File: src/rtl/multicycle_control_if.sv
// rtl/multicycle_control_if.sv - control bundle between the multi-cycle MIPS datapath and its main FSM
interface multicycle_control_if;
  logic [5:0] opcode;
  logic       zero;
  logic       pc_write;
  logic       branch;
  logic       pc_en;
  logic       i_or_d;
  logic       mem_write;
  logic       ir_write;
  logic       reg_dst;
  logic       mem_to_reg;
  logic       reg_write;
  logic       alu_src_a;
  logic [1:0] alu_src_b;
  logic       zero_ext;
  logic [1:0] pc_src;
  logic [1:0] alu_op;
  logic       illegal;
  logic [3:0] state;

  // Controller side: consumes opcode/zero, drives every control line
  modport master (
    input  opcode, zero,
    output pc_write, branch, pc_en, i_or_d, mem_write, ir_write, reg_dst,
           mem_to_reg, reg_write, alu_src_a, alu_src_b, zero_ext, pc_src,
           alu_op, illegal, state
  );

  // Datapath side: supplies opcode/zero, obeys the control lines
  modport slave (
    output opcode, zero,
    input  pc_write, branch, pc_en, i_or_d, mem_write, ir_write, reg_dst,
           mem_to_reg, reg_write, alu_src_a, alu_src_b, zero_ext, pc_src,
           alu_op, illegal, state
  );
endinterface

File: src/rtl/multicycle_control.sv
// rtl/multicycle_control.sv - main control FSM for the multi-cycle MIPS datapath
module multicycle_control (
  input  logic                   clk,
  input  logic                   rst_n,
  multicycle_control_if.master   bus
);

  typedef enum logic [3:0] {
    FETCH   = 4'd0,
    DECODE  = 4'd1,
    MEMADR  = 4'd2,
    MEMRD   = 4'd3,
    MEMWB   = 4'd4,
    MEMWR   = 4'd5,
    RTYPEEX = 4'd6,
    RTYPEWB = 4'd7,
    BEQEX   = 4'd8,
    IMMEX   = 4'd9,
    IMMWB   = 4'd10,
    JEX     = 4'd11
  } state_e;

  localparam logic [5:0] OP_LW   = 6'b100011;
  localparam logic [5:0] OP_SW   = 6'b101011;
  localparam logic [5:0] OP_RTYP = 6'b000000;
  localparam logic [5:0] OP_BEQ  = 6'b000100;
  localparam logic [5:0] OP_ADDI = 6'b001000;
  localparam logic [5:0] OP_ANDI = 6'b001100;
  localparam logic [5:0] OP_J    = 6'b000010;

  state_e     state_q, state_d;

  logic       pc_write, branch, i_or_d, mem_write, ir_write, reg_dst;
  logic       mem_to_reg, reg_write, alu_src_a, zero_ext, illegal;
  logic [1:0] alu_src_b, pc_src, alu_op;

  // State register; reset forces FETCH immediately, so no writeback can follow
  always_ff @(posedge clk or negedge rst_n) begin
    if (!rst_n) state_q <= FETCH;
    else        state_q <= state_d;
  end

  // Next-state and Moore decode; IMMEX/DECODE also look at the opcode
  always_comb begin
    state_d    = FETCH;
    pc_write   = 1'b0;
    branch     = 1'b0;
    i_or_d     = 1'b0;
    mem_write  = 1'b0;
    ir_write   = 1'b0;
    reg_dst    = 1'b0;
    mem_to_reg = 1'b0;
    reg_write  = 1'b0;
    alu_src_a  = 1'b0;
    alu_src_b  = 2'b00;
    zero_ext   = 1'b0;
    pc_src     = 2'b00;
    alu_op     = 2'b00;
    illegal    = 1'b0;
    case (state_q)
      FETCH: begin
        ir_write  = 1'b1;
        pc_write  = 1'b1;
        alu_src_b = 2'b01;
        state_d   = DECODE;
      end
      DECODE: begin
        // ALU precomputes the branch target while the opcode is classified
        alu_src_b = 2'b11;
        case (bus.opcode)
          OP_LW, OP_SW:     state_d = MEMADR;
          OP_RTYP:          state_d = RTYPEEX;
          OP_BEQ:           state_d = BEQEX;
          OP_ADDI, OP_ANDI: state_d = IMMEX;
          OP_J:             state_d = JEX;
          default: begin
            state_d = FETCH;
            illegal = 1'b1;
          end
        endcase
      end
      MEMADR: begin
        alu_src_a = 1'b1;
        alu_src_b = 2'b10;
        state_d   = (bus.opcode == OP_LW) ? MEMRD : MEMWR;
      end
      MEMRD: begin
        i_or_d  = 1'b1;
        state_d = MEMWB;
      end
      MEMWB: begin
        mem_to_reg = 1'b1;
        reg_write  = 1'b1;
        state_d    = FETCH;
      end
      MEMWR: begin
        i_or_d    = 1'b1;
        mem_write = 1'b1;
        state_d   = FETCH;
      end
      RTYPEEX: begin
        alu_src_a = 1'b1;
        alu_op    = 2'b10;
        state_d   = RTYPEWB;
      end
      RTYPEWB: begin
        reg_dst   = 1'b1;
        reg_write = 1'b1;
        state_d   = FETCH;
      end
      BEQEX: begin
        alu_src_a = 1'b1;
        alu_op    = 2'b01;
        pc_src    = 2'b01;
        branch    = 1'b1;
        state_d   = FETCH;
      end
      IMMEX: begin
        alu_src_a = 1'b1;
        alu_src_b = 2'b10;
        // andi is a logical op, so its immediate is zero-extended
        if (bus.opcode == OP_ANDI) begin
          alu_op   = 2'b11;
          zero_ext = 1'b1;
        end
        state_d = IMMWB;
      end
      IMMWB: begin
        reg_write = 1'b1;
        state_d   = FETCH;
      end
      JEX: begin
        pc_src   = 2'b10;
        pc_write = 1'b1;
        state_d  = FETCH;
      end
      default: state_d = FETCH;
    endcase
  end

  assign bus.pc_write   = pc_write;
  assign bus.branch     = branch;
  assign bus.pc_en      = pc_write | (branch & bus.zero);
  assign bus.i_or_d     = i_or_d;
  assign bus.mem_write  = mem_write;
  assign bus.ir_write   = ir_write;
  assign bus.reg_dst    = reg_dst;
  assign bus.mem_to_reg = mem_to_reg;
  assign bus.reg_write  = reg_write;
  assign bus.alu_src_a  = alu_src_a;
  assign bus.alu_src_b  = alu_src_b;
  assign bus.zero_ext   = zero_ext;
  assign bus.pc_src     = pc_src;
  assign bus.alu_op     = alu_op;
  assign bus.illegal    = illegal;
  assign bus.state      = state_q;

endmodule
File: src/flat_wrapper.sv
// flat-port wrapper written by rule: the top's interface ports become plain ports
module multicycle_control_flat 
  (clk, rst_n, bus_opcode, bus_zero, bus_pc_write, bus_branch, bus_pc_en, bus_i_or_d, bus_mem_write, bus_ir_write, bus_reg_dst, bus_mem_to_reg, bus_reg_write, bus_alu_src_a, bus_alu_src_b, bus_zero_ext, bus_pc_src, bus_alu_op, bus_illegal, bus_state);
  multicycle_control_if bus_i ();
  input  logic clk;
  input  logic rst_n;
  input wire logic [$bits(bus_i.opcode)-1:0] bus_opcode;
  input wire logic [$bits(bus_i.zero)-1:0] bus_zero;
  output wire logic [$bits(bus_i.pc_write)-1:0] bus_pc_write;
  output wire logic [$bits(bus_i.branch)-1:0] bus_branch;
  output wire logic [$bits(bus_i.pc_en)-1:0] bus_pc_en;
  output wire logic [$bits(bus_i.i_or_d)-1:0] bus_i_or_d;
  output wire logic [$bits(bus_i.mem_write)-1:0] bus_mem_write;
  output wire logic [$bits(bus_i.ir_write)-1:0] bus_ir_write;
  output wire logic [$bits(bus_i.reg_dst)-1:0] bus_reg_dst;
  output wire logic [$bits(bus_i.mem_to_reg)-1:0] bus_mem_to_reg;
  output wire logic [$bits(bus_i.reg_write)-1:0] bus_reg_write;
  output wire logic [$bits(bus_i.alu_src_a)-1:0] bus_alu_src_a;
  output wire logic [$bits(bus_i.alu_src_b)-1:0] bus_alu_src_b;
  output wire logic [$bits(bus_i.zero_ext)-1:0] bus_zero_ext;
  output wire logic [$bits(bus_i.pc_src)-1:0] bus_pc_src;
  output wire logic [$bits(bus_i.alu_op)-1:0] bus_alu_op;
  output wire logic [$bits(bus_i.illegal)-1:0] bus_illegal;
  output wire logic [$bits(bus_i.state)-1:0] bus_state;
  assign bus_i.opcode = bus_opcode;
  assign bus_i.zero = bus_zero;
  assign bus_pc_write = bus_i.pc_write;
  assign bus_branch = bus_i.branch;
  assign bus_pc_en = bus_i.pc_en;
  assign bus_i_or_d = bus_i.i_or_d;
  assign bus_mem_write = bus_i.mem_write;
  assign bus_ir_write = bus_i.ir_write;
  assign bus_reg_dst = bus_i.reg_dst;
  assign bus_mem_to_reg = bus_i.mem_to_reg;
  assign bus_reg_write = bus_i.reg_write;
  assign bus_alu_src_a = bus_i.alu_src_a;
  assign bus_alu_src_b = bus_i.alu_src_b;
  assign bus_zero_ext = bus_i.zero_ext;
  assign bus_pc_src = bus_i.pc_src;
  assign bus_alu_op = bus_i.alu_op;
  assign bus_illegal = bus_i.illegal;
  assign bus_state = bus_i.state;
  multicycle_control u_core (.clk(clk), .rst_n(rst_n), .bus(bus_i));
endmodule
File: config.mk
export PLATFORM = sky130hd
export DESIGN_NAME = multicycle_control_flat
export DESIGN_NICKNAME = d
export VERILOG_FILES = /design/src/rtl/multicycle_control_if.sv /design/src/rtl/multicycle_control.sv /design/src/flat_wrapper.sv
export SDC_FILE = /design/constraint.sdc
export NUM_CORES = 1
export LEC_CHECK = 0
export BUFFER_PORTS_ARGS = -buffer_cell sky130_fd_sc_hd__buf_2
export CORE_AREA = 3 3 40 42
export DETAILED_ROUTE_END_ITERATION = 10
export DIE_AREA = 0 0 43 45
export PLACE_DENSITY = 0.7
export SKIP_LAST_GASP = 1
export SYNTH_ARGS = -nofsm -noshare
export SYNTH_HDL_FRONTEND = slang
export SYNTH_SLANG_ARGS = --single-unit
File: constraint.sdc
create_clock -name clk -period 1.7 [get_ports clk]
set_input_delay 0.085 -clock clk [delete_from_list [all_inputs] [get_ports clk]]
set_output_delay 0.085 -clock clk [all_outputs]
set_load 0.02 [all_outputs]
* Word level (Yosys, flattened, before mapping) *
Cells that the tools add are included.

operators by class
  multiplexer cells = 20
  equal/unequal tests = 17
  reductions and logical operators = 10
  bitwise operators = 2

operators with widths
  kind                                            count
  case mux 4 bit (6 select lines)                 1
  case mux 4 bit (5 select lines)                 1
  == test 4 x 3 -> 1 bit (second input constant)  4
  == test 4 bit (second input constant)           4
  two-way mux 1 bit                               13
  == test 6 x 4 -> 1 bit (second input constant)  2
  == test 6 bit (second input constant)           2
  case mux 2 bit (3 select lines)                 2
  OR reduction 2 bit                              5
  == test 4 x 2 -> 1 bit (second input constant)  2
  OR reduction 7 bit                              1
  == test 6 x 2 -> 1 bit (second input constant)  1
  == test 6 x 3 -> 1 bit (second input constant)  1
  logical NOT 6 bit                               1
  == test 4 x 1 -> 1 bit (second input constant)  1
  logical NOT 4 bit                               1
  case mux 2 bit (2 select lines)                 1
  OR reduction 4 bit                              1
  two-way mux 3 bit                               1
  OR reduction 3 bit                              1
  two-way mux 2 bit                               1
  AND 1 bit                                       1
  OR 1 bit                                        1

word-level totals
  input bits = 9
  logic and storage cells = 50
  bits in registers = 4

* Longest topological paths before layout *
  depth after elaboration = 4
  depth in mapped cells = 5
  depth with buffers taken out = 3

* Least setup slack after synthesis *
OpenSTA, ideal clock, no wires.

  path type = reg-to-output
  from = register u_core.state_q[3] (netlist: u_core.bus.state[3])
  to = output port bus_pc_src[0]
  stages on the path, launching flop included = 6
  data required time = 1.615 ns
  buffers on the path = 3
  arrival time = 1.659 ns
  setup slack = -0.044 ns
  cells stage by stage = dfrtp_1 > buf_2 > nand2b_1 > buf_2 > nor3_1 > buf_4

on the way
  longest elaborated chain between the ends = 2
  elaborated cells on any way between the ends = 3
  those cells by class = 2 x eq/ne; 1 x mux

ends and longest elaborated chain
  element                            RTL line                  text
  start: declaration                 multicycle_control.sv:31  state_e state_q, state_d;
  start signal: assignment           multicycle_control.sv:40  else state_q <= state_d;
  == test 4 bit                      multicycle_control.sv:60  case (state_q)
  case mux 2 bit (2 select lines) *  multicycle_control.sv:60
  end: declaration                   flat_wrapper.sv:21        output wire logic [$bits(bus_i.pc_src)-1:0] bus_pc_src;

Every way passes the cells marked *; elsewhere a longest branch is shown, timed or not.

* Worst setup path in the final report *
  from = register u_core.state_q[1] (netlist: u_core.bus.state[1])
  to = output port bus_illegal

on the way
  longest elaborated chain between the ends = 2

ends and longest elaborated chain
  element                 RTL line                  text
  == test 4 x 1 -> 1 bit  multicycle_control.sv:60
  two-way mux 1 bit       multicycle_control.sv:60
  end: declaration        flat_wrapper.sv:23        output wire logic [$bits(bus_i.illegal)-1:0] bus_illegal;

Every way passes these cells.

==> qor.csv <==
stage,metric,value,unit
place,portBuffers,30,
yosys,synth.cell_area,498,um2
timing,period_share,97.2,%
layout,drive_above_1_share,49.0,%
floorplanning,core_area,1280,um2
layout,finalCoreUtilization,55.9,%
critical_path,crit_fanout,3,
power_and_ir_drop,leakagePower,0.000365,uW
critical_path,cp_cell_sequence,"or4b_4, a311oi_2, buf_4",
routing,drc_errors,0,
yosys,syn_nets,74,
place,placed_area,677,um2
critical_path,crit_arrival,1570,ps
worst_hold_path,hold_path_class,in -> async,
layout,diodes,0,
grt,overflow,0,
critical_path,crit_type,reg -> out,
clocking,clock_latency,240,ps
layout,ff_latch_area,100,um2
place,pre_cts_slack,276,ps
place,dp_cells,109,
layout,final_cells,113,
timing,finalCriticalPeriod,1650,ps
clocking,htree_levels,1,
yosys,postSynthCellCount,65,
power_and_ir_drop,ir_worst_vdd,0.668,mV
critical_path,slowest_stage,or4b_4,
grt,busiest_layer,met2,
floorplanning,die_h,45,um
routing,antenna_left,0,
clocking,cts_sinks,4,
timing,finClkSkew,2.53,ps
timing,finalHoldViolations,0,
timing,finalSetupViolCount,0,
yosys,avgSynthCellArea,7.66,um2
critical_path,cp-start-kind,flip-flop,
grt,grt_use_met2,28.1,%
critical_path,crit_buf_inv,1,
layout,postLayoutCellArea,718,um2
grt,grt_max_degree,14,
yosys,ys_ff_latch,4,
clocking,cts_buffer_depth,2,
timing,rsz0062_at_grt,yes,
place,routabilityCongestion,0.815,
timing,maxSlewViolCount,0,
routing,via_per_inst,5.61,
grt,use_met1,19.2,%
yosys,yosysUniqueCellTypes,33,
yosys,ys_top_cells_by_area,"dfrtp_1 (20%), nor3_1 (10%), buf_2 (5.0%)",
floorplanning,dieArea,1940,um2
timing,finalWorstSetupSlack,47.0,ps
routing,vias,634,
critical_path,cp-end-kind,output pin,
power_and_ir_drop,finalPower,989,uW
clocking,cts_tree,built,
grt,grt_use_met3,1.59,%
layout,multi_input_area,365,um2
layout,fin_nets,109,
place,hpwl,1140,um
floorplanning,start_util,38.8,%
yosys,ys_seq_area_share,20.1,%
floorplanning,ios,31,
grt,antenna_found_initial,0,
routing,dr.pass1.iters,4,
floorplanning,die_width,43,um
routing,drt-initial-drc-count,24,
layout,area_growth,44.2,%
routing,routedWlPerCell,13.1,um
layout,largest_register_ffs,4,
clocking,clockRootBuffer,clkbuf_4,
yosys,netlist.area_leader.share,20.1,%
clocking,clkTransAtPathRegs,40,ps
clocking,cts_buffers,3,
grt,grt_pass1_wl,2410,um
critical_path,slowest_delay,570,ps
status,status,finished clean,
power_and_ir_drop,power_density,1380,nW/um2
timing,fmax,0.605,GHz
grt,first_global_vias,564,
critical_path,required,1620,ps
grt,grt_usage,16.8,%
routing,routed_wl,1480,um
critical_path,cp_top_family,simple AND/OR/NAND/NOR gates,
floorplanning,rows,13,
layout,fill_cells,141,
yosys,yosys_warnings,0,
yosys,yosysTopAreaCell,dfrtp_1,
job,max_cap_violations,0,
timing,worstMarginPinSlew,414,ps
timing,slew_headroom,72.0,%
## cell usage after synthesis (all sizes together)
cell type and instances:
nor3 11, buf 6, a21oi 4, dfrtp 4, nand2 4, nand3 4, nor2 4, a21o 3
inv 3, mux2i 2, nand2b 2, nor4 2, a211oi 1, a311oi 1, a31oi 1, a32o 1
and3 1, nor2b 1, nor4b 1, o2111ai 1, o211ai 1, o21ai 1, o221ai 1, o22ai 1
o2bb2ai 1, o32ai 1, or4b 1, xnor2 1
## stage by stage
step                setup TNS, ps  hold WS [ps]
floorplan                       0          -211
global placement                0          -111
detailed placement              0          -105
CTS                             0           175
global route                -9.09           193
finish                          0           180
## area by class of cell
class	count	area share (%)
Clock buffer	3	3.14
Inverter	3	1.57
Multi-Input combinational cell	52	50.9
Sequential cell	4	13.9
Tap cell	15	2.61
Timing Repair Buffer	36	27.9
## worst paths after layout
path,start,to,slack [ps],cells past startpoint
worst min register to register,u_core.bus.state[1]$_DFF_PN0_,u_core.bus.state[3]$_DFF_PN0_,630,2
min in group clk,bus_opcode[2],u_core.bus.state[0]$_DFF_PN0_,230,3
worst min-delay path,rst_n,u_core.bus.state[3]$_DFF_PN0_,180,2
max in group asynchronous,rst_n,u_core.bus.state[2]$_DFF_PN0_,1400,2
worst max-delay path,u_core.bus.state[1]$_DFF_PN0_,bus_illegal,50,3
worst max register to register,u_core.bus.state[1]$_DFF_PN0_,u_core.bus.state[0]$_DFF_PN0_,350,3
## power breakdown
| part | leakage, uW | switching (uW) | internal (uW) |
|---|---|---|---|
| clock | 0.0000138 | 39.9 | 79.0 |
| combinational | 0.000298 | 468 | 269 |
| sequential | 0.0000531 | 14.0 | 119 |
| total | 0.000365 | 522 | 467 |
## timing repair
| item | CTS | global route |
|---|---|---|
| hold buffers | 1 | 0 |
| setup buffers | 0 | 0 |
| gates resized for setup | 0 | 2 |
| setup endpoints to repair | 0 | 1 |
| hold endpoints to repair | 4 | 0 |
## cells by family after synthesis
| group | after synthesis | synth area share [%] |
|---|---|---|
| and+or+nand+nor | 31 | 38.2 |
| AOI/OAI and AO/OA | 18 | 27.1 |
| buffers and inverters | 9 | 8.79 |
| DFF | 4 | 20.1 |
| muxes | 2 | 4.02 |
| xor gates and xnor gates | 1 | 1.76 |
## per-layer routing
layer	wire [um]	up-vias
li1	-	316
met5	0	-
met2	703	29
met4	62	0
met1	626	280
met3	90	9
## cell usage in the layout (no fill, tap or decap)
master | Yosys | routed
buf_2 | 5 | 29
nor3_1 | 10 | 9
buf_4 | 1 | 6
nand2_1 | 4 | 4
nor2_1 | 4 | 4
a21oi_1 | 4 | 4
dfrtp_1 | 4 | 4
nand3_1 | 3 | 3
a21o_1 | 3 | 3
clkbuf_4 | 0 | 3
nand2b_1 | 2 | 2
nor3_2 | 1 | 2
inv_2 | 2 | 2
mux2i_1 | 2 | 2
inv_1 | 1 | 1
nor4_4 | 1 | 1
nand3_2 | 1 | 1
a211oi_2 | 1 | 1
nor4_1 | 1 | 1
nor2b_1 | 1 | 1
and3_1 | 1 | 1
or4b_4 | 1 | 1
a32o_2 | 1 | 1
o32ai_1 | 1 | 1
nor4b_1 | 1 | 1
o22ai_1 | 1 | 1
o2111ai_1 | 1 | 1
o221ai_1 | 1 | 1
a31oi_1 | 1 | 1
o2bb2ai_1 | 1 | 1
a311oi_2 | 0 | 1
o211ai_1 | 1 | 1
xnor2_1 | 1 | 1
o21ai_1 | 1 | 1
dlygate4sd3_1 | 0 | 1
(Power assumes the default switching activity.)
